### src/rtl/rv_divide.sv
// Iterative radix-2 restoring divider for the RV32M divide group
// (DIV, DIVU, REM, REMU). One operation is accepted in IDLE. The divider
// then iterates 32 steps while holding the pipeline busy, corrects signs,
// and presents the result in DONE until the first unstalled edge.
// Divide-by-zero and signed overflow return the architectural values and
// never trap.
//
// Ports:
//   clk_i      clock
//   rst_i      asynchronous, active-high reset
//   x_stall_i  pipeline stall; freezes all divider state
//   x_kill_i   flush; aborts any operation (beats stall and start)
//   d_start_i  request a new operation (sampled in IDLE only)
//   d_rs1_i    dividend
//   d_rs2_i    divisor
//   d_fun_i    funct3: 100 DIV, 101 DIVU, 110 REM, 111 REMU, others DIVU
//   x_busy_o   high in CALC and FIX
//   w_valid_o  high in DONE
//   w_rd_o     quotient or remainder
module rv_divide #(
    parameter bit g_early_exit = 1'b1
) (
    input  logic        clk_i,
    input  logic        rst_i,
    input  logic        x_stall_i,
    input  logic        x_kill_i,
    input  logic        d_start_i,
    input  logic [31:0] d_rs1_i,
    input  logic [31:0] d_rs2_i,
    input  logic [2:0]  d_fun_i,
    output logic        x_busy_o,
    output logic        w_valid_o,
    output logic [31:0] w_rd_o
);

    localparam int unsigned W  = 32;
    localparam int unsigned CW = 6;

    typedef enum logic [1:0] {
        S_IDLE,
        S_CALC,
        S_FIX,
        S_DONE
    } state_t;

    state_t          state_q, state_d;
    logic [CW-1:0]   count_q, count_d;
    logic [W-1:0]    rem_q, rem_d;
    logic [W-1:0]    quo_q, quo_d;
    logic [W-1:0]    dvs_q, dvs_d;
    logic [2:0]      fun_q, fun_d;
    logic            negq_q, negq_d;
    logic            negr_q, negr_d;
    logic [W-1:0]    rd_q, rd_d;
    logic            busy_q, busy_d;
    logic            valid_q, valid_d;

    // Operand decode at acceptance
    logic            in_signed_c, in_rem_c, in_zero_c, in_ovf_c;
    logic [W-1:0]    abs1_c, abs2_c;

    always_comb begin
        in_signed_c = d_fun_i[2] & ~d_fun_i[0];
        in_rem_c    = d_fun_i[2] & d_fun_i[1];
        in_zero_c   = (d_rs2_i == '0);
        in_ovf_c    = in_signed_c && (d_rs1_i == 32'h8000_0000)
                                  && (d_rs2_i == 32'hFFFF_FFFF);
        abs1_c      = (in_signed_c && d_rs1_i[W-1]) ? W'(-d_rs1_i) : d_rs1_i;
        abs2_c      = (in_signed_c && d_rs2_i[W-1]) ? W'(-d_rs2_i) : d_rs2_i;
    end

    // One restoring step on the held operands
    logic [W:0]      rem_sh_c;
    logic [W+1:0]    trial_c;

    always_comb begin
        rem_sh_c = {rem_q, quo_q[W-1]};
        trial_c  = {1'b0, rem_sh_c} - {2'b00, dvs_q};
    end

    // Sign correction and result selection for FIX
    logic            q_signed_c, q_rem_c;
    logic [W-1:0]    q_fin_c, r_fin_c;

    always_comb begin
        q_signed_c = fun_q[2] & ~fun_q[0];
        q_rem_c    = fun_q[2] & fun_q[1];
        q_fin_c    = (q_signed_c && negq_q) ? W'(-quo_q) : quo_q;
        r_fin_c    = (q_signed_c && negr_q) ? W'(-rem_q) : rem_q;
    end

    // Next-state and datapath
    always_comb begin
        state_d = state_q;
        count_d = count_q;
        rem_d   = rem_q;
        quo_d   = quo_q;
        dvs_d   = dvs_q;
        fun_d   = fun_q;
        negq_d  = negq_q;
        negr_d  = negr_q;
        rd_d    = rd_q;

        if (x_kill_i) begin
            state_d = S_IDLE;
            count_d = '0;
        end else if (!x_stall_i) begin
            case (state_q)
                S_IDLE: begin
                    if (d_start_i) begin
                        fun_d   = d_fun_i;
                        // A zero divisor leaves the all-ones quotient unsigned
                        negq_d  = in_signed_c & (d_rs1_i[W-1] ^ d_rs2_i[W-1])
                                  & ~in_zero_c;
                        negr_d  = in_signed_c & d_rs1_i[W-1];
                        count_d = '0;
                        rem_d   = '0;
                        quo_d   = abs1_c;
                        dvs_d   = abs2_c;
                        if (g_early_exit && in_zero_c) begin
                            rd_d    = in_rem_c ? d_rs1_i : 32'hFFFF_FFFF;
                            state_d = S_DONE;
                        end else if (g_early_exit && in_ovf_c) begin
                            rd_d    = in_rem_c ? 32'h0000_0000 : 32'h8000_0000;
                            state_d = S_DONE;
                        end else begin
                            state_d = S_CALC;
                        end
                    end
                end
                S_CALC: begin
                    if (!trial_c[W+1]) begin
                        rem_d = trial_c[W-1:0];
                        quo_d = {quo_q[W-2:0], 1'b1};
                    end else begin
                        rem_d = rem_sh_c[W-1:0];
                        quo_d = {quo_q[W-2:0], 1'b0};
                    end
                    count_d = count_q + CW'(1);
                    if (count_q == CW'(W - 1)) begin
                        state_d = S_FIX;
                    end
                end
                S_FIX: begin
                    rd_d    = q_rem_c ? r_fin_c : q_fin_c;
                    state_d = S_DONE;
                end
                S_DONE: begin
                    state_d = S_IDLE;
                end
                default: begin
                    state_d = S_IDLE;
                end
            endcase
        end

        busy_d  = (state_d == S_CALC) || (state_d == S_FIX);
        valid_d = (state_d == S_DONE);
    end

    // State and datapath registers
    always_ff @(posedge clk_i or posedge rst_i) begin
        if (rst_i) begin
            state_q <= S_IDLE;
            count_q <= '0;
            rem_q   <= '0;
            quo_q   <= '0;
            dvs_q   <= '0;
            fun_q   <= '0;
            negq_q  <= 1'b0;
            negr_q  <= 1'b0;
            rd_q    <= '0;
            busy_q  <= 1'b0;
            valid_q <= 1'b0;
        end else begin
            state_q <= state_d;
            count_q <= count_d;
            rem_q   <= rem_d;
            quo_q   <= quo_d;
            dvs_q   <= dvs_d;
            fun_q   <= fun_d;
            negq_q  <= negq_d;
            negr_q  <= negr_d;
            rd_q    <= rd_d;
            busy_q  <= busy_d;
            valid_q <= valid_d;
        end
    end

    assign x_busy_o  = busy_q;
    assign w_valid_o = valid_q;
    assign w_rd_o    = rd_q;

endmodule

### config.mk
export PLATFORM = sky130hd
export DESIGN_NAME = rv_divide
export DESIGN_NICKNAME = d
export VERILOG_FILES = /design/src/rtl/rv_divide.sv
export SDC_FILE = /design/constraint.sdc
export NUM_CORES = 1
export LEC_CHECK = 0
export BUFFER_PORTS_ARGS = -buffer_cell sky130_fd_sc_hd__buf_2
export CORE_MARGIN = 8
export CORE_UTILIZATION = 66
export CTS_CLUSTER_DIAMETER = 100
export CTS_CLUSTER_SIZE = 14
export DETAILED_ROUTE_END_ITERATION = 10
export PLACE_DENSITY = 0.89
export SYNTH_ARGS = -nofsm -noshare
export SYNTH_HDL_FRONTEND = slang
export SYNTH_SLANG_ARGS = --single-unit
### constraint.sdc
create_clock -name clk_i -period 9.2 [get_ports clk_i]
set_input_delay 0.46 -clock clk_i [delete_from_list [all_inputs] [get_ports clk_i]]
set_output_delay 0.46 -clock clk_i [all_outputs]
set_load 0.1 [all_outputs]
After elaboration in Yosys (flattened, before gate mapping). Cells that the tools add are included.

Div/mod/pow operators: 0. Shift-type cells: 0. Add/sub/neg operators: 6. Mux-type cells: 28. Order comparisons: 0. Equality and inequality tests: 13. Reductions and logical operators: 16. Bitwise gates (word level): 13. $mul: 0.

Operators by type and width (count): two-way mux 32 bit (13); one-hot mux 32 bit (2 select lines) (3); negation 32 bit (4); == test 32 bit (second input constant) (2); subtractor 33 x 32 -> 34 bit (1); logical NOT 32 bit (1); two-way mux 6 bit (3); two-way mux 2 bit (6); one-hot mux 6 bit (2 select lines) (1); == test 2 bit (second input constant) (4); one-hot mux 2 bit (4 select lines) (1); AND reduction 4 bit (2); bitwise AND 1 bit (7); adder 6 x 1 -> 6 bit (second input constant) (1); == test 6 x 5 -> 1 bit (second input constant) (1); logical AND 1 bit (6); != test 3 bit (second input constant) (2); NOT 1 bit (5); AND reduction 5 bit (1); == test 2 x 1 -> 1 bit (second input constant) (2); nonzero test 2 bit (2); AND reduction 3 bit (1); nonzero test 3 bit (1); logical NOT 2 bit (1); 5 further kinds (5).

Memory bits (writable): 0. Memories: 0. Flip-flop bits (word level): 143. Latch bits: 0. Bits in read-only memories: 0.

Longest topological paths before layout.
Depth after elaboration: 12. Depth in mapped cells: 14. Mapped depth without buffers: 13.

Worst setup path before layout. No wires, ideal clock.

Path type: input-to-reg. From: input d_rs2_i[0]. To: register rd_q[23], in the netlist w_rd_o[23]. Cell stages on the path: 12. Arrival: 3057 ps. Setup slack: 6017 ps. Cell sequence: inv_1 > ha_1 > or3b_2 > nor4_4 > or3b_2 > clkbuf_1 > nor4_4 > o21ai_2 > nor3_2 > nor2_2 > buf_6 > a221o_1.

Longest elaborated chain between the ends: 4. Elaborated cells between the ends (all ways): 8. Classes of those cells: eq/ne (2); mux (3); reduce/logical (3).

RTL lines: start, declared (line 29) `input logic [31:0] d_rs2_i,`; == test 32 bit / logical NOT 32 bit (equally long branches) (line 67, 65); logical AND 1 bit / two-way mux 32 bit (equally long branches) (line 67, 120); != test 3 bit (no line) / two-way mux 32 bit (equally long branches); AND reduction 5 bit (no line) / one-hot mux 32 bit (2 select lines) (equally long branches); end signal, assigned (line 184) `rd_q <= rd_d;`; end, declared (line 54) `logic [W-1:0] rd_q, rd_d;`.

Several ways; a longest one is shown, not always the timed one. The select of a mux whose other input is x is not followed. A chain may end at the register's enable or synchronous reset.

Final worst setup path.
From: input d_rs1_i[26]. To: register rd_q[31], in the netlist w_rd_o[31].

Longest elaborated chain between the ends: 5.

RTL lines: start, declared (line 28) `input logic [31:0] d_rs1_i,`; == test 32 bit (line 66) `in_ovf_c = in_signed_c && (d_rs1_i == 32'h8000_0000)`; logical AND 1 bit (line 66); logical AND 1 bit (line 67) `&& (d_rs2_i == 32'hFFFF_FFFF);`; != test 3 bit (no line); AND reduction 5 bit (no line).

Every way passes these cells.

==> out/qor.txt <==
Max transition margin -> 13.29%
Max-cap violation count -> 0
Syn Std Cell Area -> 10,960 sq um
Post-synthesis cell count -> 1,396
Port-buffer cells -> 105
Die span in x -> 144.9 um
Antenna cells -> 0
DRT iter0 DRCs -> 1,270
Total wire length -> 31.59 mm
HPWL Detailed -> 23.32 mm
Synth top area cells -> dfrtp_1, o21ai_0, xnor2_1
Final period util -> 46.23%
Hold_buf cts -> 0
FP Rows -> 47
Sequential area share after synthesis -> 32.65%
Clk root buf -> clkbuf_16
Net count, final -> 1,562
Initial antenna violation count -> 0
Drt wl/cell -> 18.77 um
Peak supply drop -> 0.1672 mV
Worst slack at placement -> 4.787 ns
Leak -> 5.470 nW
Number of synthesized register bits -> 143
Crit path required time -> 9.52 ns
Drt drc -> 0
Die ar. -> 20,990 sq um
CP Data Arrival Time -> 4.57 ns
Worst-margin pin slew -> 1.301 ns
Ys flop type -> dfrtp_1
Placed inst area -> 11,500 sq um
CTS Buf Count -> 17
Starting Density -> 66.80%
CP Class -> input port to register
Global-route wire length before repair -> 50.87 mm
Num Clock Sinks -> 143
Min Tclk post-route -> 4.253 ns
Crit path launch type -> input port
Routed vias -> 10,880
Worst-path clk slew -> 0.06 ns
Synth-to-Final Area Change -> 11.23%
Status -> finished clean
Setup TNS -> 0 ns
Worst setup margin -> 4.947 ns
Worst Hold Class -> input port to async pin
Vias per std cell -> 6.463
Final Hold Viols -> 0
CTS max path bufs -> 2
Mean Syn Cell Area -> 7.851 sq um
RePlAce Congestion -> 0.9903
Die Span Y -> 144.9 um
Kind of end point of the critical path -> register
Core Footprint -> 16,410 sq um
H-tree level count -> 4
Area share of the largest cell type after synthesis -> 32.65%
Pwr per Cell Area -> 239.6 nW/um^2
Crit-path max FO -> 40
Max-slew violations -> 0
Gr usage total -> 30.55%
Warnings, synthesis -> 0
Clock latency on the worst-skew pair -> 0.43 ns
Vias in the first global route -> 10,020
Post-CTS Resized -> 0
RSZ-0062 raised after global routing -> no
Clock Skew -> 0.008424 ns
Peak Freq -> 235.1 MHz
Synth async-reset ratio -> 100.0%
Setup violators final -> 0
Most area-hungry cell type in the Yosys netlist -> dfrtp_1
Grt ovf -> 0
Final instance area -> 12,190 sq um
Drt pass-1 iters -> 6
IO Pins -> 106
CTS tree -> yes
Largest net degree at the start of global routing -> 76
Post-route ant nets -> 0
Post-CTS Setup Inserts -> 0
Post-synthesis cell type count -> 66
Number of flops mapped to enable cells by yosys -> 0
Post-Syn Nets -> 1,508
Share of cells above drive strength 1 -> 11.55%
==> state kept, by name, summed over array words and instances, names as in the netlist <==
name	count
count_q	6
dvs_q	32
fun_q	3
negq_q	1
negr_q	1
quo_q	32
rem_q	32
state_q	2
w_rd_o	32
w_valid_o	1
x_busy_o	1
==> placed cells by master, fill, tap and decap left out, types with 5 or more instances in the layout <==
cell       count
clkbuf_16     17
nand2_1      150
nor4_1        16
dfrtp_1      143
nor2_1       129
a31oi_1       27
xnor2_1       73
or3_1         19
nor3_1        33
buf_4         10
bufinv_16      6
a21oi_1      114
o31ai_1       19
a221o_1       11
ha_1          39
and2_1         8
nand4_1       14
a211oi_1       6
nand2b_1      10
or4_1         12
inv_1         57
mux2i_1       16
o211ai_1      21
o41ai_1        8
nor2b_1       11
buf_2        105
a32oi_1       11
a21o_1        25
or2_2          5
and3_1         5
xor2_1        63
nand3_1       28
o21ai_0      189
==> critical path, cell delays in order <==
cell and delay, ns:
buf_2 0.13, or4_1 0.59, nor4_1 0.82, nand4_1 0.45, nor3_1 0.37, o21ai_2 0.10
nor3_2 0.21, or2_1 1.01, o21ai_1 0.19, o22a_1 0.22
==> kinds of logic after synthesis <==
logic type / after synthesis / synth area share, %
AOI/OAI and AO/OA: 459 / 24.93
xor gates and xnor gates: 136 / 10.87
adders and majority gates: 40 / 4.635
buffers and inverters: 138 / 5.194
DFF: 143 / 32.65
muxes: 16 / 1.461
and+or+nand+nor: 464 / 20.26
==> Yosys cell counts (all sizes together) (14+ instances only) <==
| library cell | instances |
|---|---|
| o21ai | 192 |
| nand2 | 151 |
| dfrtp | 143 |
| buf | 14 |
| nor2 | 131 |
| xnor2 | 73 |
| nor3 | 35 |
| clkbuf | 66 |
| mux2i | 16 |
| inv | 58 |
| nand4 | 14 |
| a21o | 25 |
| or3 | 20 |
| o211ai | 21 |
| ha | 39 |
| nand3 | 28 |
| nor4 | 18 |
| xor2 | 63 |
| o31ai | 19 |
| a31oi | 27 |
| a21oi | 114 |
==> power by group <==
part           switching [mW]  internal, mW  leakage [nW]
registers               0.145         0.739          1.86
logic                   0.773         0.458          3.27
clock network           0.270         0.537         0.332
total                    1.19          1.73          5.47
==> cell type report <==
type | instances | area, sq um
inverter | 58 | 222.7
tap | 220 | 275.3
clock inverter | 10 | 205.2
multi-input combinational | 1115 | 6825
timing repair buffer | 115 | 600.6
fill | 1219 | 4215
clock buffer | 22 | 484.2
sequential | 143 | 3578
==> metal layers <==
layer,global-route usage [%],wire [um]
met5,0,0
met4,13.96,1182
met3,6.168,3057
met2,48.03,14240
met1,39.82,13100
==> per-stage QoR <==
stage | total power [mW] | instances | utilization (%) | hold slack (ns)
2_1_floorplan | 1.786 | 1396 | - | 0.4463
3_3_place_gp | 2.040 | 1651 | 70.11 | 0.4584
3_5_place_dp | 2.077 | 1651 | 70.11 | 0.4650
4_1_cts | 2.895 | 1683 | 74.31 | 0.1472
5_1_grt | 3.087 | 1683 | 74.31 | 0.1756
6_report | 2.922 | 1683 | 74.31 | 0.1235
==> path summary, 6_finish.rpt <==
check	startpoint	endpoint	slack (ns)	depth (start not counted)
min	rst_i	w_rd_o[5]	0.12	2
max reg2reg	rem_q[0]	rem_q[26]	5.16	10
max	d_rs1_i[26]	w_rd_o[31]	4.95	10
min reg2reg	w_rd_o[24]	w_rd_o[24]	0.47	2
max in group asynchronous	rst_i	dvs_q[31]	7.70	3
min in group clk_i	d_fun_i[1]	fun_q[1]	0.24	3
Power figures use the tool's default switching activity.
